**src/rtl/sd_cmd_pkg.sv**
```systemverilog
// Shared definitions for the SD CMD-line blocks: controller state encoding,
// CRC7 polynomial and serial step, and the default response frame geometry.
package sd_cmd_pkg;

    typedef enum logic [2:0] {
        ST_IDLE       = 3'd0,
        ST_WAIT_START = 3'd1,
        ST_RECEIVE    = 3'd2,
        ST_DRAIN      = 3'd3,
        ST_CHECK      = 3'd4
    } rsp_state_t;

    // x^7 + x^3 + 1, MSB (x^6 term) is the feedback tap
    localparam logic [6:0] CRC7_POLY = 7'h09;

    localparam int WORD_W_DEF    = 8;
    localparam int RESP_BITS_DEF = 48;
    localparam int NCR_MAX_DEF   = 64;
    // trailing CRC7 + end bit, excluded from the CRC run
    localparam int CRC_TAIL_BITS = 8;
    // cycles the converter may lag after the last bit before the frame is dropped
    localparam int DRAIN_MAX     = 8;

    function automatic logic [6:0] crc7_step(input logic [6:0] crc, input logic din);
        logic fb;
        fb = crc[6] ^ din;
        return {crc[5:0], 1'b0} ^ (fb ? CRC7_POLY : 7'h00);
    endfunction

endpackage

```
**src/rtl/crc7_serial.sv**
```systemverilog
// Bit-serial CRC7 accumulator, shared by the command transmitter and the
// response receiver. clear wins over en.
module crc7_serial
    import sd_cmd_pkg::*;
(
    input  logic       clk,
    input  logic       reset,
    input  logic       clear,
    input  logic       en,
    input  logic       din,
    output logic [6:0] crc
);

    logic [6:0] crc_q;
    logic [6:0] crc_d;

    // next CRC value: clear, advance one bit, or hold
    always_comb begin
        crc_d = crc_q;
        if (clear) begin
            crc_d = 7'h00;
        end else if (en) begin
            crc_d = crc7_step(crc_q, din);
        end
    end

    // CRC register
    always_ff @(posedge clk) begin
        if (reset) begin
            crc_q <= 7'h00;
        end else begin
            crc_q <= crc_d;
        end
    end

    assign crc = crc_q;

endmodule

```
**src/rtl/cmd_rsp_ctrl.sv**
```systemverilog
// SD CMD-line response receiver. Waits for the start bit, clocks the frame
// through an external serial-to-parallel converter, assembles the words and
// validates framing and CRC7.
//
//   state      | meaning
//   -----------+------------------------------------------------------------
//   IDLE       | waiting for rx_start; results and sticky flags held
//   WAIT_START | watching cmd_in for the start bit, NCR_MAX-cycle timeout
//   RECEIVE    | converter enabled, one frame bit per cycle
//   DRAIN      | all bits sent, waiting up to DRAIN_MAX cycles for last words
//   CHECK      | one cycle: framing and CRC check, resp_valid if clean
module cmd_rsp_ctrl
    import sd_cmd_pkg::*;
#(
    parameter int WORD_W    = WORD_W_DEF,
    parameter int RESP_BITS = RESP_BITS_DEF,
    parameter int NCR_MAX   = NCR_MAX_DEF
) (
    input  logic                 clk,
    input  logic                 reset,
    input  logic                 rx_start,
    input  logic                 cmd_in,
    output logic                 sp_enable,
    output logic                 sp_reset,
    input  logic [WORD_W-1:0]    sp_data,
    input  logic                 sp_push,
    output logic [RESP_BITS-1:0] resp_data,
    output logic                 resp_valid,
    output logic                 timeout_err,
    output logic                 frame_err,
    output logic                 crc_err,
    output logic                 busy
);

    localparam int WORDS    = RESP_BITS / WORD_W;
    localparam int CRC_BITS = RESP_BITS - CRC_TAIL_BITS;
    localparam int BIT_W    = $clog2(RESP_BITS + 1);
    localparam int WRD_W    = $clog2(WORDS + 1);
    localparam int TMR_MAX  = (NCR_MAX > DRAIN_MAX) ? NCR_MAX : DRAIN_MAX;
    localparam int TMR_W    = $clog2(TMR_MAX);

    rsp_state_t           state_q, state_d;
    logic [BIT_W-1:0]     bit_cnt_q, bit_cnt_d;
    logic [WRD_W-1:0]     word_cnt_q, word_cnt_d;
    logic [TMR_W-1:0]     timer_q, timer_d;
    logic [RESP_BITS-1:0] resp_data_q, resp_data_d;
    logic                 resp_valid_q, resp_valid_d;
    logic                 timeout_err_q, timeout_err_d;
    logic                 frame_err_q, frame_err_d;
    logic                 crc_err_q, crc_err_d;

    logic                 crc_clear;
    logic                 crc_en;
    logic [6:0]           crc_val;
    logic                 bad_frame;
    logic                 bad_crc;

    crc7_serial u_crc (
        .clk   (clk),
        .reset (reset),
        .clear (crc_clear),
        .en    (crc_en),
        .din   (cmd_in),
        .crc   (crc_val)
    );

    // next-state, word assembly and converter control
    always_comb begin
        state_d       = state_q;
        bit_cnt_d     = bit_cnt_q;
        word_cnt_d    = word_cnt_q;
        timer_d       = timer_q;
        resp_data_d   = resp_data_q;
        resp_valid_d  = 1'b0;
        timeout_err_d = timeout_err_q;
        frame_err_d   = frame_err_q;
        crc_err_d     = crc_err_q;
        sp_enable     = 1'b0;
        sp_reset      = 1'b0;
        crc_clear     = 1'b0;
        bad_frame     = 1'b0;
        bad_crc       = 1'b0;

        // words beyond the frame length are dropped
        if (sp_push && (state_q == ST_RECEIVE || state_q == ST_DRAIN)
            && (word_cnt_q < WRD_W'(WORDS))) begin
            resp_data_d = {resp_data_q[RESP_BITS-WORD_W-1:0], sp_data};
            word_cnt_d  = word_cnt_q + 1'b1;
        end

        case (state_q)
            ST_IDLE: begin
                if (rx_start) begin
                    state_d       = ST_WAIT_START;
                    bit_cnt_d     = '0;
                    word_cnt_d    = '0;
                    timer_d       = TMR_W'(NCR_MAX - 1);
                    resp_data_d   = '0;
                    timeout_err_d = 1'b0;
                    frame_err_d   = 1'b0;
                    crc_err_d     = 1'b0;
                    crc_clear     = 1'b1;
                    sp_reset      = 1'b1;
                end
            end
            ST_WAIT_START: begin
                if (!cmd_in) begin
                    // start bit must reach the converter on this very edge
                    sp_enable = 1'b1;
                    bit_cnt_d = BIT_W'(1);
                    state_d   = ST_RECEIVE;
                end else if (timer_q == '0) begin
                    timeout_err_d = 1'b1;
                    state_d       = ST_IDLE;
                end else begin
                    timer_d = timer_q - 1'b1;
                end
            end
            ST_RECEIVE: begin
                if (bit_cnt_q < BIT_W'(RESP_BITS)) begin
                    sp_enable = 1'b1;
                    bit_cnt_d = bit_cnt_q + 1'b1;
                end else if (word_cnt_d == WRD_W'(WORDS)) begin
                    state_d = ST_CHECK;
                end else begin
                    timer_d = TMR_W'(DRAIN_MAX - 1);
                    state_d = ST_DRAIN;
                end
            end
            ST_DRAIN: begin
                if (word_cnt_d == WRD_W'(WORDS)) begin
                    state_d = ST_CHECK;
                end else if (timer_q == '0) begin
                    frame_err_d = 1'b1;
                    state_d     = ST_IDLE;
                end else begin
                    timer_d = timer_q - 1'b1;
                end
            end
            ST_CHECK: begin
                bad_frame    = resp_data_q[RESP_BITS-1] | resp_data_q[RESP_BITS-2]
                               | ~resp_data_q[0];
                bad_crc      = (crc_val != resp_data_q[7:1]);
                frame_err_d  = bad_frame;
                crc_err_d    = bad_crc;
                resp_valid_d = ~bad_frame & ~bad_crc;
                state_d      = ST_IDLE;
            end
            default: begin
                state_d = ST_IDLE;
            end
        endcase

        if (reset) begin
            sp_enable = 1'b0;
            sp_reset  = 1'b1;
        end
    end

    // bit_cnt is 0 throughout WAIT_START, so the start bit is CRC bit 0
    assign crc_en = sp_enable && (bit_cnt_q < BIT_W'(CRC_BITS));

    // state and datapath registers
    always_ff @(posedge clk) begin
        if (reset) begin
            state_q       <= ST_IDLE;
            bit_cnt_q     <= '0;
            word_cnt_q    <= '0;
            timer_q       <= '0;
            resp_data_q   <= '0;
            resp_valid_q  <= 1'b0;
            timeout_err_q <= 1'b0;
            frame_err_q   <= 1'b0;
            crc_err_q     <= 1'b0;
        end else begin
            state_q       <= state_d;
            bit_cnt_q     <= bit_cnt_d;
            word_cnt_q    <= word_cnt_d;
            timer_q       <= timer_d;
            resp_data_q   <= resp_data_d;
            resp_valid_q  <= resp_valid_d;
            timeout_err_q <= timeout_err_d;
            frame_err_q   <= frame_err_d;
            crc_err_q     <= crc_err_d;
        end
    end

    assign resp_data   = resp_data_q;
    assign resp_valid  = resp_valid_q;
    assign timeout_err = timeout_err_q;
    assign frame_err   = frame_err_q;
    assign crc_err     = crc_err_q;
    assign busy        = (state_q != ST_IDLE);

endmodule

```
**config.mk**
```make
export PLATFORM = sky130hd
export DESIGN_NAME = cmd_rsp_ctrl
export DESIGN_NICKNAME = d
export VERILOG_FILES = /design/src/rtl/sd_cmd_pkg.sv /design/src/rtl/crc7_serial.sv /design/src/rtl/cmd_rsp_ctrl.sv
export SDC_FILE = /design/constraint.sdc
export NUM_CORES = 1
export LEC_CHECK = 0
export BUFFER_PORTS_ARGS = -buffer_cell sky130_fd_sc_hd__buf_4
export CAP_MARGIN = 20
export CORE_MARGIN = 2
export CORE_UTILIZATION = 54
export CTS_CLUSTER_SIZE = 24
export DETAILED_ROUTE_END_ITERATION = 8
export PLACE_DENSITY = 0.79
export RECOVER_POWER = 100
export SLEW_MARGIN = 20
export SYNTH_ARGS = -nofsm -noshare
export SYNTH_HDL_FRONTEND = slang
export SYNTH_SLANG_ARGS = --single-unit
```
**constraint.sdc**
```tcl
create_clock -name clk -period 2.35 [get_ports clk]
set_input_delay 0.47 -clock clk [delete_from_list [all_inputs] [get_ports clk]]
set_output_delay 0.47 -clock clk [all_outputs]
set_load 0.02 [all_outputs]
```
==> key figures, run 1 <==
Run status
  • Result of the run: completed

STA
  • Worst slew margin relative to its limit: 0.562
  • Worst-Margin Slew: 0.657 ns
  • Peak clock frequency supported by timing: 458 MHz
  • Unrepaired setup endpoints after global routing: no
  • Clock period minus worst slack: 2.18 ns
  • Setup violators final: 0
  • Post-route clock skew: 0.00746 ns
  • Hold slack: 0.365 ns
  • Final WS setup: 0.168 ns
  • Final hold violation count: 0
  • Period utilization: 0.929
  • Count of final max-slew check failures: 0
  • Final setup TNS: 0 ns

Finish
  • Filler instances: 537
  • Sequential cell area: 1540 um2
  • Multi-input gate area: 1560 um2
  • Post-layout net count: 474
  • Number of diodes: 0
  • Share of cells above drive strength 1: 0.0799
  • Area of all placed cells without fillers: 3770 um2
  • Area added between synthesis and finish: 16.0%

Routing
  • Remaining DRCs: 0
  • Wire length on met2: 3.55 mm
  • Post-DR vias/cell: 5.30
  • WL/cell: 13.8 um
  • Met3 wirelength from detailed routing: 493 um
  • Detail Route Antenna Nets: 0
  • Wire length on met1: 3.31 mm
  • Via Count: 2,854
  • DRT Pass-1 Iters: 4
  • Highest routed layer: met4
  • Iteration-0 DRC count of the detailed router: 230
  • Final routed wirelength across all metal layers: 7.43 mm

Place
  • Post-detail-place hpwl: 5.03 mm
  • Placed instance area: 3790 um2
  • Post-place setup slack: 0.334 ns
  • Port bufs: 67
  • Gpl congestion: 0.885

Logic synthesis
  • Average size of a mapped cell: 8.15 um2
  • Leading cell types by total area after synthesis: sky130_fd_sc_hd__dfxtp_1 (47%), sky130_fd_sc_hd__nand2_1 (14%), sky130_fd_sc_hd__a21oi_1 (8.9%), sky130_fd_sc_hd__mux2i_1 (3.4%), sky130_fd_sc_hd__xnor2_1 (3.0%)
  • Most frequently used flop master after synthesis: sky130_fd_sc_hd__dfxtp_1
  • Seq/Total Area, Yosys: 0.474
  • Netlist Area Pre-Place: 3250 um2
  • Yosys Warn Count: 0
  • Post-synth ARST share: 0
  • Commonest cells in the netlist: sky130_fd_sc_hd__nand2_1 (117), sky130_fd_sc_hd__dfxtp_1 (77), sky130_fd_sc_hd__a21oi_1 (58)
  • Post-synthesis sequential element count: 77
  • Post-synth EDFFs: 0
  • Post-synthesis net count: 415
  • Gate Count Post-Synth: 399
  • Library cell occupying the most area in the post-synthesis netlist: sky130_fd_sc_hd__dfxtp_1
  • Yosys cell types: 47
  • Most frequent cell after synthesis: sky130_fd_sc_hd__nand2_1
  • Proportion of netlist area held by the largest area contributor: 0.474

Critical path
  • Endpoint class of the critical path: primary output
  • Critical-path cell list: nor2_1 > nand2_1 > o21ai_0 > buf_4
  • Data arrival, critical path: 1.71 ns
  • Critical path required time: 1.88 ns
  • Reg-to-reg setup timing slack: 0.23 ns
  • Crit Reg-Reg Endpoint: timer_q[1]
  • Critical path's slowest cell: sky130_fd_sc_hd__dfxtp_1
  • Worst setup path endpoint: sp_reset
  • Launch point of the critical path: state_q[0]
  • Reg2Reg Launch Point: state_q[1]
  • R2R cell count: 5
  • Highest cell delay on the worst timing path: 0.45 ns
  • Crit-path max FO: 16
  • Classification of the worst setup path: flop to primary output
  • Critical Path Source Type: flop

Flow run
  • Max cap viols: 0

Floorplan
  • Initial Util: 0.553
  • Die W: 81.6 um
  • Std-Cell Rows: 28
  • Area enclosed by the die boundary: 6660 um2
  • Count of boundary I/O pins: 68
  • Area inside the core boundary: 5890 um2
  • Height of the chip: 81.6 um

Global routing
  • Pin count of the biggest net entering global routing: 60
  • Total routing usage reported by global routing: 0.229
  • Grt total ovfl: 0
  • Antenna violations before repair: 0
  • Global-route wire length before repair: 11.8 mm
  • Number of global-route vias before repair: 2,454

Power
  • Static power due to leakage: 1.35 nW
  • Proportion of total power due to net switching: 0.251
  • Power density normalized to cell area: 719 nW/um2
  • Relative contribution of combinational cells to total power: 0.097
  • Design Power: 2.71 mW
  • Part of the total power dissipated in sequential elements: 0.505
  • Clock network power share: 0.398
  • Int Power: 2.03 mW
  • Highest ir drop seen on vdd: 0.447 mV
  • Switching power summed over all nets: 0.679 mW

CTS
  • Number of hold buffers added after cts: 0
  • Insertion delay to the later sink of the worst-skew pair: 0.35 ns
  • H-tree lvl count: 3
  • Largest buffer count on any clock path: 2
  • Clock transition at the registers of the reported paths: 0.08 ns
  • Clock Sink Count: 77
  • Post-CTS sizing: 0
  • Total clock buffers created by CTS: 9
  • Clock tree from TritonCTS: done
  • Post-CTS setup buffers: 0
  • Root Driver: sky130_fd_sc_hd__clkbuf_8

Hold path
  • Path class of the lowest-slack min-delay path: primary input to flop
## registers in the layout, summed over array words and instances, names as in the netlist
register / cells
frame_err: 1
u_crc.crc: 7
resp_valid: 1
timer_q: 6
state_q: 3
timeout_err: 1
word_cnt_q: 3
bit_cnt_q: 6
resp_data: 48
crc_err: 1
## worst min-delay path by stage
stage	slack [ns]	depth (start not counted)	to	start
2_1_floorplan	0.46	2	timer_q[5]	timer_q[5]
3_3_place_gp	0.44	2	resp_data[41]	resp_data[41]
3_5_place_dp	0.45	2	resp_data[40]	resp_data[40]
4_1_cts	0.36	3	resp_data[5]	sp_data[5]
5_1_grt	0.36	3	resp_data[7]	sp_data[7]
6_report	0.37	3	resp_data[2]	sp_data[2]
## metal layers
layer / track usage / up-vias
met3: 0.0505 / 8
met4: 0.0717 / 0
met2: 0.345 / 89
met1: 0.328 / 1297
met5: 0 / -
li1: - / 1460
## layout by cell type, fill, tap and decap left out, types with 2 or more instances in the layout
master	instances
sky130_fd_sc_hd__bufinv_16	2
sky130_fd_sc_hd__clkbuf_8	9
sky130_fd_sc_hd__xnor2_1	11
sky130_fd_sc_hd__nor4_1	3
sky130_fd_sc_hd__clkbuf_1	54
sky130_fd_sc_hd__dfxtp_1	77
sky130_fd_sc_hd__nand4_1	3
sky130_fd_sc_hd__nor2_1	22
sky130_fd_sc_hd__inv_1	6
sky130_fd_sc_hd__a21oi_1	58
sky130_fd_sc_hd__nand3_1	7
sky130_fd_sc_hd__xor2_1	4
sky130_fd_sc_hd__ha_1	3
sky130_fd_sc_hd__buf_4	17
sky130_fd_sc_hd__mux2i_1	11
sky130_fd_sc_hd__clkinv_4	2
sky130_fd_sc_hd__nand2b_1	3
sky130_fd_sc_hd__a21boi_0	2
sky130_fd_sc_hd__and3b_1	2
sky130_fd_sc_hd__a211oi_1	5
sky130_fd_sc_hd__nand2_1	117
sky130_fd_sc_hd__and2_1	3
sky130_fd_sc_hd__o221a_1	2
sky130_fd_sc_hd__nor2b_1	7
sky130_fd_sc_hd__nor3_1	6
sky130_fd_sc_hd__clkinv_2	2
sky130_fd_sc_hd__o21ai_0	4
## kinds of logic (layout without fill, tap and decap cells)
group | Yosys count | count (layout) | share of synthesized area
adders and majority gates | 3 | 3 | 0.0115
and+or+nand+nor | 181 | 181 | 0.247
DFF | 77 | 77 | 0.474
buffers and inverters | 29 | 93 | 0.0412
xor gates and xnor gates | 15 | 15 | 0.0404
AOI/OAI and AO/OA | 82 | 82 | 0.149
muxes | 12 | 12 | 0.0373
## power groups by stage
| stage | registers (mW) | clock network [mW] | logic [mW] |
|---|---|---|---|
| detailed placement | 1.40 | 0 | 0.279 |
| CTS | 1.37 | 1.10 | 0.281 |
| global route | 1.37 | 1.16 | 0.294 |
| floorplan | 1.39 | 0 | 0.200 |
| finish | 1.37 | 1.08 | 0.264 |
| global placement | 1.40 | 0 | 0.273 |
## through the flow
stage | util | instances
floorplan | - | 399
global placement | 0.644 | 522
detailed placement | 0.644 | 522
CTS | 0.681 | 538
global route | 0.641 | 538
finish | 0.641 | 538
## area by class of cell
cell class              instances  share of cell area
repair buffers                 71              0.0886
well taps                      75              0.0249
flip-flops and latches         77               0.409
multi-input cells             293               0.415
inverters                       6             0.00597
clock inverters                 6              0.0232
clock buffers                  10              0.0338
## critical path: cells and delay by family (launching register included)
family	cells	cell delay (ns)
AO/OA/AOI/OAI	1	0.23
buffers and inverters	1	0.19
flip-flops	1	0.45
AND/OR/NAND/NOR	2	0.49
Note: power is estimated with default switching activity, not from simulation.
==> run 2, diff against run 1 <==
Settings changed: CORE_MARGIN 2 to default, SYNTH_HIERARCHICAL from default to 1.
==> run 2 against run 1 <==
  * Flip-flop and latch count unchanged
  * Clock-buffer cell count decreased by 1
  * Setup slack got worse by 0.025 ns
  * Clock skew increased by 0.0018 ns
  * Die area decreased by 4.7%
  * Wire length increased by 4.8%
  * Synthesized cell count increased by 2.8%
  * Area after synthesis increased by 0.19%
==> key figures, run 2 <==
Global routing
  • Pin count of the biggest net entering global routing: 51 (-15%)
  • Layer carrying the most global-route usage: met2
  • Global-route wire length before repair: 12.8 mm (+8.0%)
  • Number of global-route vias before repair: 2,670 (+8.8%)
  • Global Route met2 Usage: 0.409 (+0.0643)
  • Routing usage on met1: 0.349 (+0.0213)
  • Antenna violations before repair: 0 (unchanged)
  • Total routing usage reported by global routing: 0.262 (+0.0330)
  • Global Route met3 Usage: 0.0514 (+0.000879)
  • Grt total ovfl: 0 (unchanged)

CTS
  • Largest buffer count on any clock path: 2 (unchanged)
  • Number of hold buffers added after cts: 0 (unchanged)
  • Clock transition at the registers of the reported paths: 0.08 ns (about the same)
  • Total clock buffers created by CTS: 9 (unchanged)
  • Insertion delay to the later sink of the worst-skew pair: 0.36 ns (about the same)
  • Post-CTS setup buffers: 0 (unchanged)
  • Clock tree from TritonCTS: done
  • Root Driver: sky130_fd_sc_hd__clkbuf_8
  • Clock Sink Count: 77 (unchanged)
  • H-tree lvl count: 3 (unchanged)

STA
  • Period utilization: 0.940 (+0.0108)
  • Peak clock frequency supported by timing: 453 MHz (-1.2%)
  • Final hold violation count: 0 (unchanged)
  • Unrepaired setup endpoints after global routing: no
  • Worst slew margin relative to its limit: 0.502 (-0.0599)
  • Final setup TNS: 0 ns (unchanged)
  • Count of final max-slew check failures: 0 (unchanged)
  • Worst-Margin Slew: 0.747 ns (+0.0899 ns)
  • Setup violators final: 0 (unchanged)
  • Post-route clock skew: 0.00930 ns (+0.00185 ns)
  • Clock period minus worst slack: 2.21 ns (+0.0254 ns)
  • Hold slack: 0.354 ns (-0.0117 ns)

Critical path
  • Critical Path Source Type: flop
  • Data arrival, critical path: 1.74 ns (+0.03 ns)
  • Crit-path max FO: 12 (-4)
  • Critical path required time: 1.88 ns (about the same)
  • Endpoint class of the critical path: primary output
  • Classification of the worst setup path: flop to primary output

Logic synthesis
  • Post-synth EDFFs: 0 (unchanged)
  • Yosys Warn Count: 6 (+6)
  • Post-synthesis net count: 426 (+2.7%)
  • Library cell occupying the most area in the post-synthesis netlist: sky130_fd_sc_hd__dfxtp_1
  • Post-synthesis sequential element count: 77 (unchanged)
  • Leading cell types by total area after synthesis: sky130_fd_sc_hd__dfxtp_1 (47%), sky130_fd_sc_hd__nand2_1 (13%), sky130_fd_sc_hd__a21oi_1 (9.5%), sky130_fd_sc_hd__clkbuf_1 (2.5%), sky130_fd_sc_hd__nor2_1 (2.5%)
  • Commonest cells in the netlist: sky130_fd_sc_hd__nand2_1 (117), sky130_fd_sc_hd__dfxtp_1 (77), sky130_fd_sc_hd__a21oi_1 (62)
  • Netlist Area Pre-Place: 3260 um2 (+0.19%)
  • Post-synth ARST share: 0 (unchanged)
  • Average size of a mapped cell: 7.95 um2 (-2.5%)
  • Proportion of netlist area held by the largest area contributor: 0.473 (-0.000910)
  • Most frequently used flop master after synthesis: sky130_fd_sc_hd__dfxtp_1
  • Most frequent cell after synthesis: sky130_fd_sc_hd__nand2_1
  • Yosys cell types: 49 (+4.3%)
  • Gate Count Post-Synth: 410 (+2.8%)
  • Seq/Total Area, Yosys: 0.473 (-0.000910)

Finish
  • Most frequent standard cell in the layout excluding fill and tap cells: sky130_fd_sc_hd__nand2_1
  • Commonest cells after routing, fill and taps aside: sky130_fd_sc_hd__nand2_1 (117), sky130_fd_sc_hd__dfxtp_1 (76), sky130_fd_sc_hd__a21oi_1 (61), sky130_fd_sc_hd__clkbuf_1 (59), sky130_fd_sc_hd__nor2_1 (22)
  • Area added between synthesis and finish: 18.5%
  • Sequential cell area: 1540 um2 (about the same)
  • Post-layout net count: 493 (+4.0%)
  • Max FFs per register: 48 (unchanged)
  • Non-filler cells, final: 554 (+3.0%)
  • Number of diodes: 0 (unchanged)
  • Filler instances: 510 (-5.0%)
  • Multi-input gate area: 1610 um2 (+2.9%)
  • Share of cells above drive strength 1: 0.0996 (+0.0197)

Place
  • Dpl cells: 538 (+3.1%)
  • Port bufs: 67 (unchanged)
  • Post-detail-place hpwl: 5.38 mm (+7.1%)
  • Gpl congestion: 0.835 (-5.7%)

Routing
  • Post-DR vias/cell: 5.49 (+3.5%)
  • Iteration-0 DRC count of the detailed router: 185 (-20%)
  • WL/cell: 14.0 um (+1.7%)
  • DRT Pass-1 Iters: 4 (unchanged)
  • Remaining DRCs: 0 (unchanged)
  • Detail Route Antenna Nets: 0 (unchanged)
  • Via Count: 3,042 (+6.6%)
  • Final routed wirelength across all metal layers: 7.78 mm (+4.8%)

Floorplan
  • Count of boundary I/O pins: 68 (unchanged)
  • Initial Util: 0.574 (+0.0216)
  • Area inside the core boundary: 5680 um2 (-3.6%)
  • Area enclosed by the die boundary: 6350 um2 (-4.7%)
  • Std-Cell Rows: 27 (-3.6%)
  • Die W: 79.7 um (-2.4%)
  • Height of the chip: 79.7 um (-2.4%)

Hold path
  • Path class of the lowest-slack min-delay path: primary input to flop

Flow run
  • Max cap viols: 0 (unchanged)

Power
  • Static power due to leakage: 1.29 nW (-4.4%)
  • Power density normalized to cell area: 693 nW/um2 (-3.5%)
  • Design Power: 2.68 mW (-1.2%)
  • Highest ir drop seen on vdd: 0.504 mV (+13%)

Run status
  • Result of the run: completed
[run 2: cell count changes in the layout (fill, tap and decap cells not counted), moves of 4 or more]
cell                       before  now
sky130_fd_sc_hd__clkbuf_1      54   59
sky130_fd_sc_hd__nor2b_1        7    2
sky130_fd_sc_hd__nand3b_1       0    5
sky130_fd_sc_hd__a311oi_1       0    5
sky130_fd_sc_hd__o21ai_0        4    8
sky130_fd_sc_hd__xnor2_1       11    7
sky130_fd_sc_hd__inv_1          6   10
sky130_fd_sc_hd__mux2i_1       11    5
[run 2: logic make-up (layout without fill, tap and decap cells)]
| family | after synthesis | after routing | synth area share |
|---|---|---|---|
| DFF | 77 | 77 | 0.473 |
| adders and majority gates | 3 | 3 | 0.0115 |
| xor gates and xnor gates | 9 | 9 | 0.0242 |
| and+or+nand+nor | 181 | 181 | 0.249 |
| AOI/OAI and AO/OA | 101 | 101 | 0.187 |
| muxes | 5 | 5 | 0.0154 |
| buffers and inverters | 34 | 106 | 0.0399 |
[run 2: stage by stage]
stage,cell area [um2],util,setup slack [ns]
floorplan,3260,-,0.123
global placement,3900,0.688,0.323
detailed placement,3900,0.688,0.255
CTS,4090,0.720,0.0429
global route,3860,0.680,0.0340
finish,3860,0.680,0.142
[run 2: final timing paths]
kind	from	end	slack (ns)	depth (start not counted)
worst max-delay path	state_q[0]	sp_enable	0.14	5
worst min-delay path	sp_data[0]	resp_data[0]	0.35	3
worst max register to register	state_q[0]	u_crc/crc[1]	0.21	8
worst min register to register	resp_data[44]	resp_data[44]	0.46	2
[run 2: timing repair]
| action | in CTS | in global routing |
|---|---|---|
| resized for setup | 0 | 1 |
| hold endpoints to repair | 0 | 0 |
| endpoints found under the setup margin | 0 | 1 |
[run 2: where the power goes]
group	switching (mW)	total [mW]	internal (mW)
Combinational	0.226	0.361	0.135
Clock	0.529	0.926	0.397
Sequential	0.0467	1.39	1.34
[run 2: cell type report]
cell class	count	area share
multi-input combinational	299	0.417
sequential	77	0.400
timing repair buffer	80	0.103
clock buffer	9	0.0321
tap	72	0.0233
clock inverter	7	0.0149
inverter	10	0.00972
[run 2: metal layers]
metal,vias up,wire length [um],share of wire
li1,1546,-,-
met1,1400,3610,0.46
met2,83,3660,0.47
met3,13,367,0.047
met4,0,142,0.018
met5,-,0,0
[run 2: worst max-delay path: stages (launching register included)]
cell	delay (ns)
sky130_fd_sc_hd__dfxtp_2	0.46
sky130_fd_sc_hd__inv_1	0.12
sky130_fd_sc_hd__nor3_1	0.30
sky130_fd_sc_hd__o21bai_1	0.15
sky130_fd_sc_hd__nor2_1	0.15
sky130_fd_sc_hd__clkbuf_2	0.20
